--- src/rtl/prco_lmem_arb.sv ---
// rtl/prco_lmem_arb.sv - fetch/load-store arbiter for the shared single-port local memory
module prco_lmem_arb #(
    parameter int P_STARVE_MAX = 3,
    parameter int P_CNT_WIDTH  = 16
) (
    input  logic                   i_clk,
    input  logic                   i_reset,
    input  logic                   i_p_cp,
    input  logic                   i_f_req,
    input  logic [15:0]            i_f_addr,
    output logic                   q_f_ack,
    output logic [15:0]            q_f_rdata,
    input  logic                   i_d_req,
    input  logic                   i_d_we,
    input  logic [15:0]            i_d_addr,
    input  logic [15:0]            i_d_wdata,
    output logic                   q_d_ack,
    output logic [15:0]            q_d_rdata,
    output logic                   q_mem_we,
    output logic [15:0]            q_mem_addr,
    output logic [15:0]            q_mem_dina,
    input  logic [15:0]            i_mem_douta,
    output logic                   q_f_stalled,
    output logic [P_CNT_WIDTH-1:0] q_conflicts
);

    localparam logic [3:0] C_STARVE_LIMIT = 4'(P_STARVE_MAX);
    localparam logic [P_CNT_WIDTH-1:0] C_CNT_ONE = {{(P_CNT_WIDTH-1){1'b0}}, 1'b1};

    logic        f_req_eff;
    logic        f_grant;
    logic        d_grant;
    logic [3:0]  starve_cnt;
    logic        forced;
    logic        f_ack_r;
    logic        d_ack_r;
    logic [15:0] f_data_new;
    logic [15:0] f_rdata_hold;

    // Grant decision and memory drive; a flush removes fetch from contention this cycle
    always_comb begin
        f_req_eff   = i_f_req && !i_p_cp;
        f_grant     = f_req_eff && (!i_d_req || forced);
        d_grant     = i_d_req && !f_grant;
        q_mem_addr  = 16'h0000;
        q_mem_we    = 1'b0;
        q_mem_dina  = i_d_wdata;
        if (f_grant) begin
            q_mem_addr = i_f_addr;
        end else if (d_grant) begin
            q_mem_addr = i_d_addr;
            q_mem_we   = i_d_we && !i_reset;
        end
        q_f_stalled = i_f_req && !f_grant;
    end

    // Acks are registered; a flush in the ack cycle hides the fetch ack and keeps old fetch data
    always_comb begin
        q_f_ack   = f_ack_r && !i_p_cp && !i_reset;
        q_d_ack   = d_ack_r && !i_reset;
        q_f_rdata = q_f_ack ? f_data_new : f_rdata_hold;
    end

    // Completion capture, starvation guard and conflict counter
    always_ff @(posedge i_clk) begin
        if (i_reset) begin
            f_ack_r      <= 1'b0;
            d_ack_r      <= 1'b0;
            f_data_new   <= 16'h0000;
            f_rdata_hold <= 16'h0000;
            q_d_rdata    <= 16'h0000;
            starve_cnt   <= 4'd0;
            forced       <= 1'b0;
            q_conflicts  <= '0;
        end else begin
            f_ack_r      <= f_grant;
            d_ack_r      <= d_grant;
            f_rdata_hold <= q_f_rdata;
            if (f_grant) begin
                f_data_new <= i_mem_douta;
            end
            if (d_grant && !i_d_we) begin
                q_d_rdata <= i_mem_douta;
            end
            if (f_req_eff && !f_grant) begin
                starve_cnt <= starve_cnt + 4'd1;
                forced     <= (starve_cnt + 4'd1) == C_STARVE_LIMIT;
            end else begin
                starve_cnt <= 4'd0;
                forced     <= 1'b0;
            end
            if (i_f_req && i_d_req && (q_conflicts != '1)) begin
                q_conflicts <= q_conflicts + C_CNT_ONE;
            end
        end
    end

endmodule

--- config.mk ---
export PLATFORM = sky130hd
export DESIGN_NAME = prco_lmem_arb
export DESIGN_NICKNAME = d
export VERILOG_FILES = /design/src/rtl/prco_lmem_arb.sv
export SDC_FILE = /design/constraint.sdc
export NUM_CORES = 1
export LEC_CHECK = 0
export CAP_MARGIN = 30
export CORE_MARGIN = 8
export CORE_UTILIZATION = 41
export CTS_CLUSTER_SIZE = 40
export DETAILED_ROUTE_END_ITERATION = 8
export PLACE_DENSITY = 0.88
export SLEW_MARGIN = 20
export SYNTH_ARGS = -nofsm -noshare
export SYNTH_HDL_FRONTEND = slang
export SYNTH_SLANG_ARGS = --single-unit
--- constraint.sdc ---
create_clock -name i_clk -period 2.2 [get_ports i_clk]
set_clock_uncertainty 0.15 [all_clocks]
set_input_delay 0.44 -clock i_clk [delete_from_list [all_inputs] [get_ports i_clk]]
set_output_delay 0.44 -clock i_clk [all_outputs]
set_load 0.02 [all_outputs]
==> results.yml <==
cells_and_area:
  fin_cells: 625
  fillerInstances: 617
  final_core_util_pct: 67.14
  drive_gt1_share_pct: 25.43
  syn_to_final_growth_pct: 59.82
  final_common_cell: "clkdlybuf4s50_1"
  nNetsFinal: 591
  final_cell_mix: "clkdlybuf4s50_1, dfxtp_1, nand2_1"
  multiInputGateArea_um2: 1698
  regArea_um2: 1425
  finalInstanceArea_um2: 5161
  antennaDiodeCount: 0
worst_setup_path:
  critical_path_arrival_ns: 1.56
  path_cells: "buf_2, nor2_4, and2_4, buf_6, buf_12, mux2_4, buf_6"
  reg2regPathDepth: 5
  startpoint: "i_reset"
  r2r_slack_ns: 0.21
  cpPeakStageDelay_ns: 0.32
  timing.rr.start: "q_conflicts[9]"
  crit_end: "q_f_rdata[13]"
  cpMostUsedCell: "buf_6"
  end_kind: "output port"
  setup.worst_path.class: "input pin to output port"
  worst_path_max_delay_cell: "mux2_4"
  critPathMaxFanout: 5
  r2r_end: "q_conflicts[1]"
  cp.required_ns: 1.61
  critPathLaunchType: "input pin"
placement:
  post_dp_cell_area_um2: 4641
  io_buffers: 121
  dpl.hpwl_um: 7216
  place.gp.congestion: 0.8487
  placed_cells: 596
routing:
  dr.first_iter.drc_count: 102
  drtAntennaViolNets: 0
  wl_per_cell_um: 16.03
  vias: 3181
  vias_per_cell: 5.090
  drc: 0
  detailedRoute.firstPassIterationCount: 4
  finalWirelength_um: 10020
sta:
  final_hold_viol_count: 0
  finalCritPeriodShare_pct: 97.84
  worstMarginPinSlew_ns: 0.4719
  rsz0062_at_grt: "yes"
  setup_violations: 0
  relSlewSlack_pct: 68.28
  layout_min_cycle_time_ns: 2.153
  fmax_ghz: 0.4646
  maxSlewViolCount: 0
pwr:
  peakVddDrop_mv: 0.2714
  powerDensity_nw_per_um2: 571.9
  p_leak_nw: 2.082
cts:
  htreeDepth: 3
  cts-buffers-inserted: 9
  cts-root-buf: "clkbuf_8"
  clockBufferDepth: 2
  cts_sinks: 71
  tritoncts: "built"
  path_clk_slew_ns: 0.08
  clkLatencyLatePin_ns: 0.34
synthesis:
  avgSynthCellArea_um2: 8.521
  synth.net_count: 452
  yosysUniqueCellTypes: 40
  synth_top_flop_cell: "dfxtp_1"
  synth-seq-area-share_pct: 44.01
  synth_edf_count: 0
  netlist_instances: 379
  synth_warnings: 0
  synthArstFlopShare_pct: 0
  syn_area_um2: 3229
  ys_seq_elements: 71
global_routing:
  grt_max_degree: 44
  grt_pass1_vias: 3412
  grtUsageTotal_pct: 18.55
  grt_pass1_wl_um: 16640
  grt_overflow: 0
  antenna_found_initial: 0
flow_run:
  max_cap_viol_count: 0
floorplanning:
  start_util_pct: 42.01
  pin_count: 154
  die_x_um: 104.8
  dieArea_um2: 10970
  core_um2: 7687
  row_count: 32
  die_h_um: 104.8
outcome:
  status: "finished clean"
min_path:
  hold_path_class: "register to register"
-- flip-flops by register name, indices dropped and copies added, names as in the netlist --
signal,count
q_d_rdata,16
f_data_new,16
q_conflicts,16
d_ack_r,1
forced,1
f_rdata_hold,16
f_ack_r,1
starve_cnt,4
-- metal layers --
| metal | vias to the layer above | part of all wire, % | track usage (%) | wire (µm) |
|---|---|---|---|---|
| met5 | - | 0 | 0 | 0 |
| met4 | 0 | 2.3 | 9.072 | 235 |
| met2 | 132 | 49 | 32.04 | 4941 |
| met3 | 22 | 9.7 | 7.432 | 970 |
| met1 | 1477 | 39 | 19.20 | 3872 |
| li1 | 1550 | - | - | - |
-- worst min-delay path by stage --
stage                        from       endpoint  depth (start not counted)
floorplan           starve_cnt[0]  starve_cnt[0]                          1
global placement    f_data_new[6]  f_data_new[6]                          2
detailed placement  f_data_new[5]  f_data_new[5]                          2
CTS                 f_data_new[5]  f_data_new[5]                          2
global route        f_data_new[5]  f_data_new[5]                          2
finish              f_data_new[1]  f_data_new[1]                          2
-- where the power goes --
| group | total, mW | internal (mW) | leakage, nW | switching, mW |
|---|---|---|---|---|
| registers | 1.33 | 1.31 | 0.576 | 0.0167 |
| logic | 0.435 | 0.237 | 1.40 | 0.198 |
| clock network | 1.19 | 0.675 | 0.109 | 0.514 |
-- critical path, delay by kind of cell --
kind | cells | cell delay (ns)
mux | 1 | 0.32
simple gates | 2 | 0.27
buf+inv | 4 | 0.52
-- logic make-up (layout without fill, tap and decap cells) --
group	Yosys count	after routing	share of synthesized area [%]
buffers and inverters	46	190	7.633
XOR/XNOR	4	4	1.085
multiplexers	36	36	11.89
AO/OA/AOI/OAI	36	36	6.781
AND/OR/NAND/NOR	183	183	27.43
flip-flops	71	71	44.01
adder cells (fa/ha/maj)	3	3	1.162
-- layout make-up --
type,count,share of cell area (%)
Multi-Input combinational cell,262,32.90
Timing Repair Buffer,166,31.98
Sequential cell,71,27.61
Clock buffer,10,2.667
Tap cell,102,2.473
Clock inverter,6,1.794
Inverter,8,0.5818
-- repair_timing --
item | 4_1_cts | 5_1_grt
gates resized for setup | 202 | 42
setup endpoints to repair | 39 | 27
pin swaps | 4 | 10
cloned | 2 | 0
buffers inserted | 11 | 1
hold buffers | 0 | 0
-- Yosys cell counts, types with 2 or more instances --
cell type / instances / area, µm²
mux2i_1: 17 / 170.2
mux2_2: 19 / 214.0
a21oi_1: 23 / 115.1
nor3_1: 3 / 15.01
nor2_1: 33 / 123.9
buf_4: 18 / 135.1
nand4_1: 7 / 43.79
inv_1: 8 / 30.03
nand2_1: 67 / 251.5
clkbuf_1: 9 / 33.78
buf_1: 6 / 22.52
xor2_1: 3 / 26.28
nand2b_1: 3 / 18.77
o21ai_0: 4 / 20.02
ha_1: 3 / 37.54
nor4_1: 5 / 31.28
or3_1: 2 / 12.51
and4_1: 2 / 17.52
o31ai_1: 3 / 22.52
nor3b_1: 2 / 15.01
or4_1: 4 / 30.03
and2_1: 4 / 25.02
buf_2: 4 / 20.02
nor2b_1: 21 / 131.4
nand3_1: 24 / 120.1
dfxtp_1: 71 / 1421
-- through the flow --
| step | hold slack (ns) | setup WS, ns | power [mW] | TNS (ns) |
|---|---|---|---|---|
| finish | 0.3089 | 0.04750 | 2.952 | 0 |
| floorplan | 0.2797 | 0.007477 | 1.567 | 0 |
| global route | 0.3228 | -0.04020 | 3.073 | -0.2899 |
| global placement | 0.2878 | -0.7406 | 1.763 | -26.17 |
| CTS | 0.3094 | 0.001419 | 2.957 | 0 |
| detailed placement | 0.2960 | -0.7574 | 1.770 | -27.19 |
(Power assumes the default switching activity.)
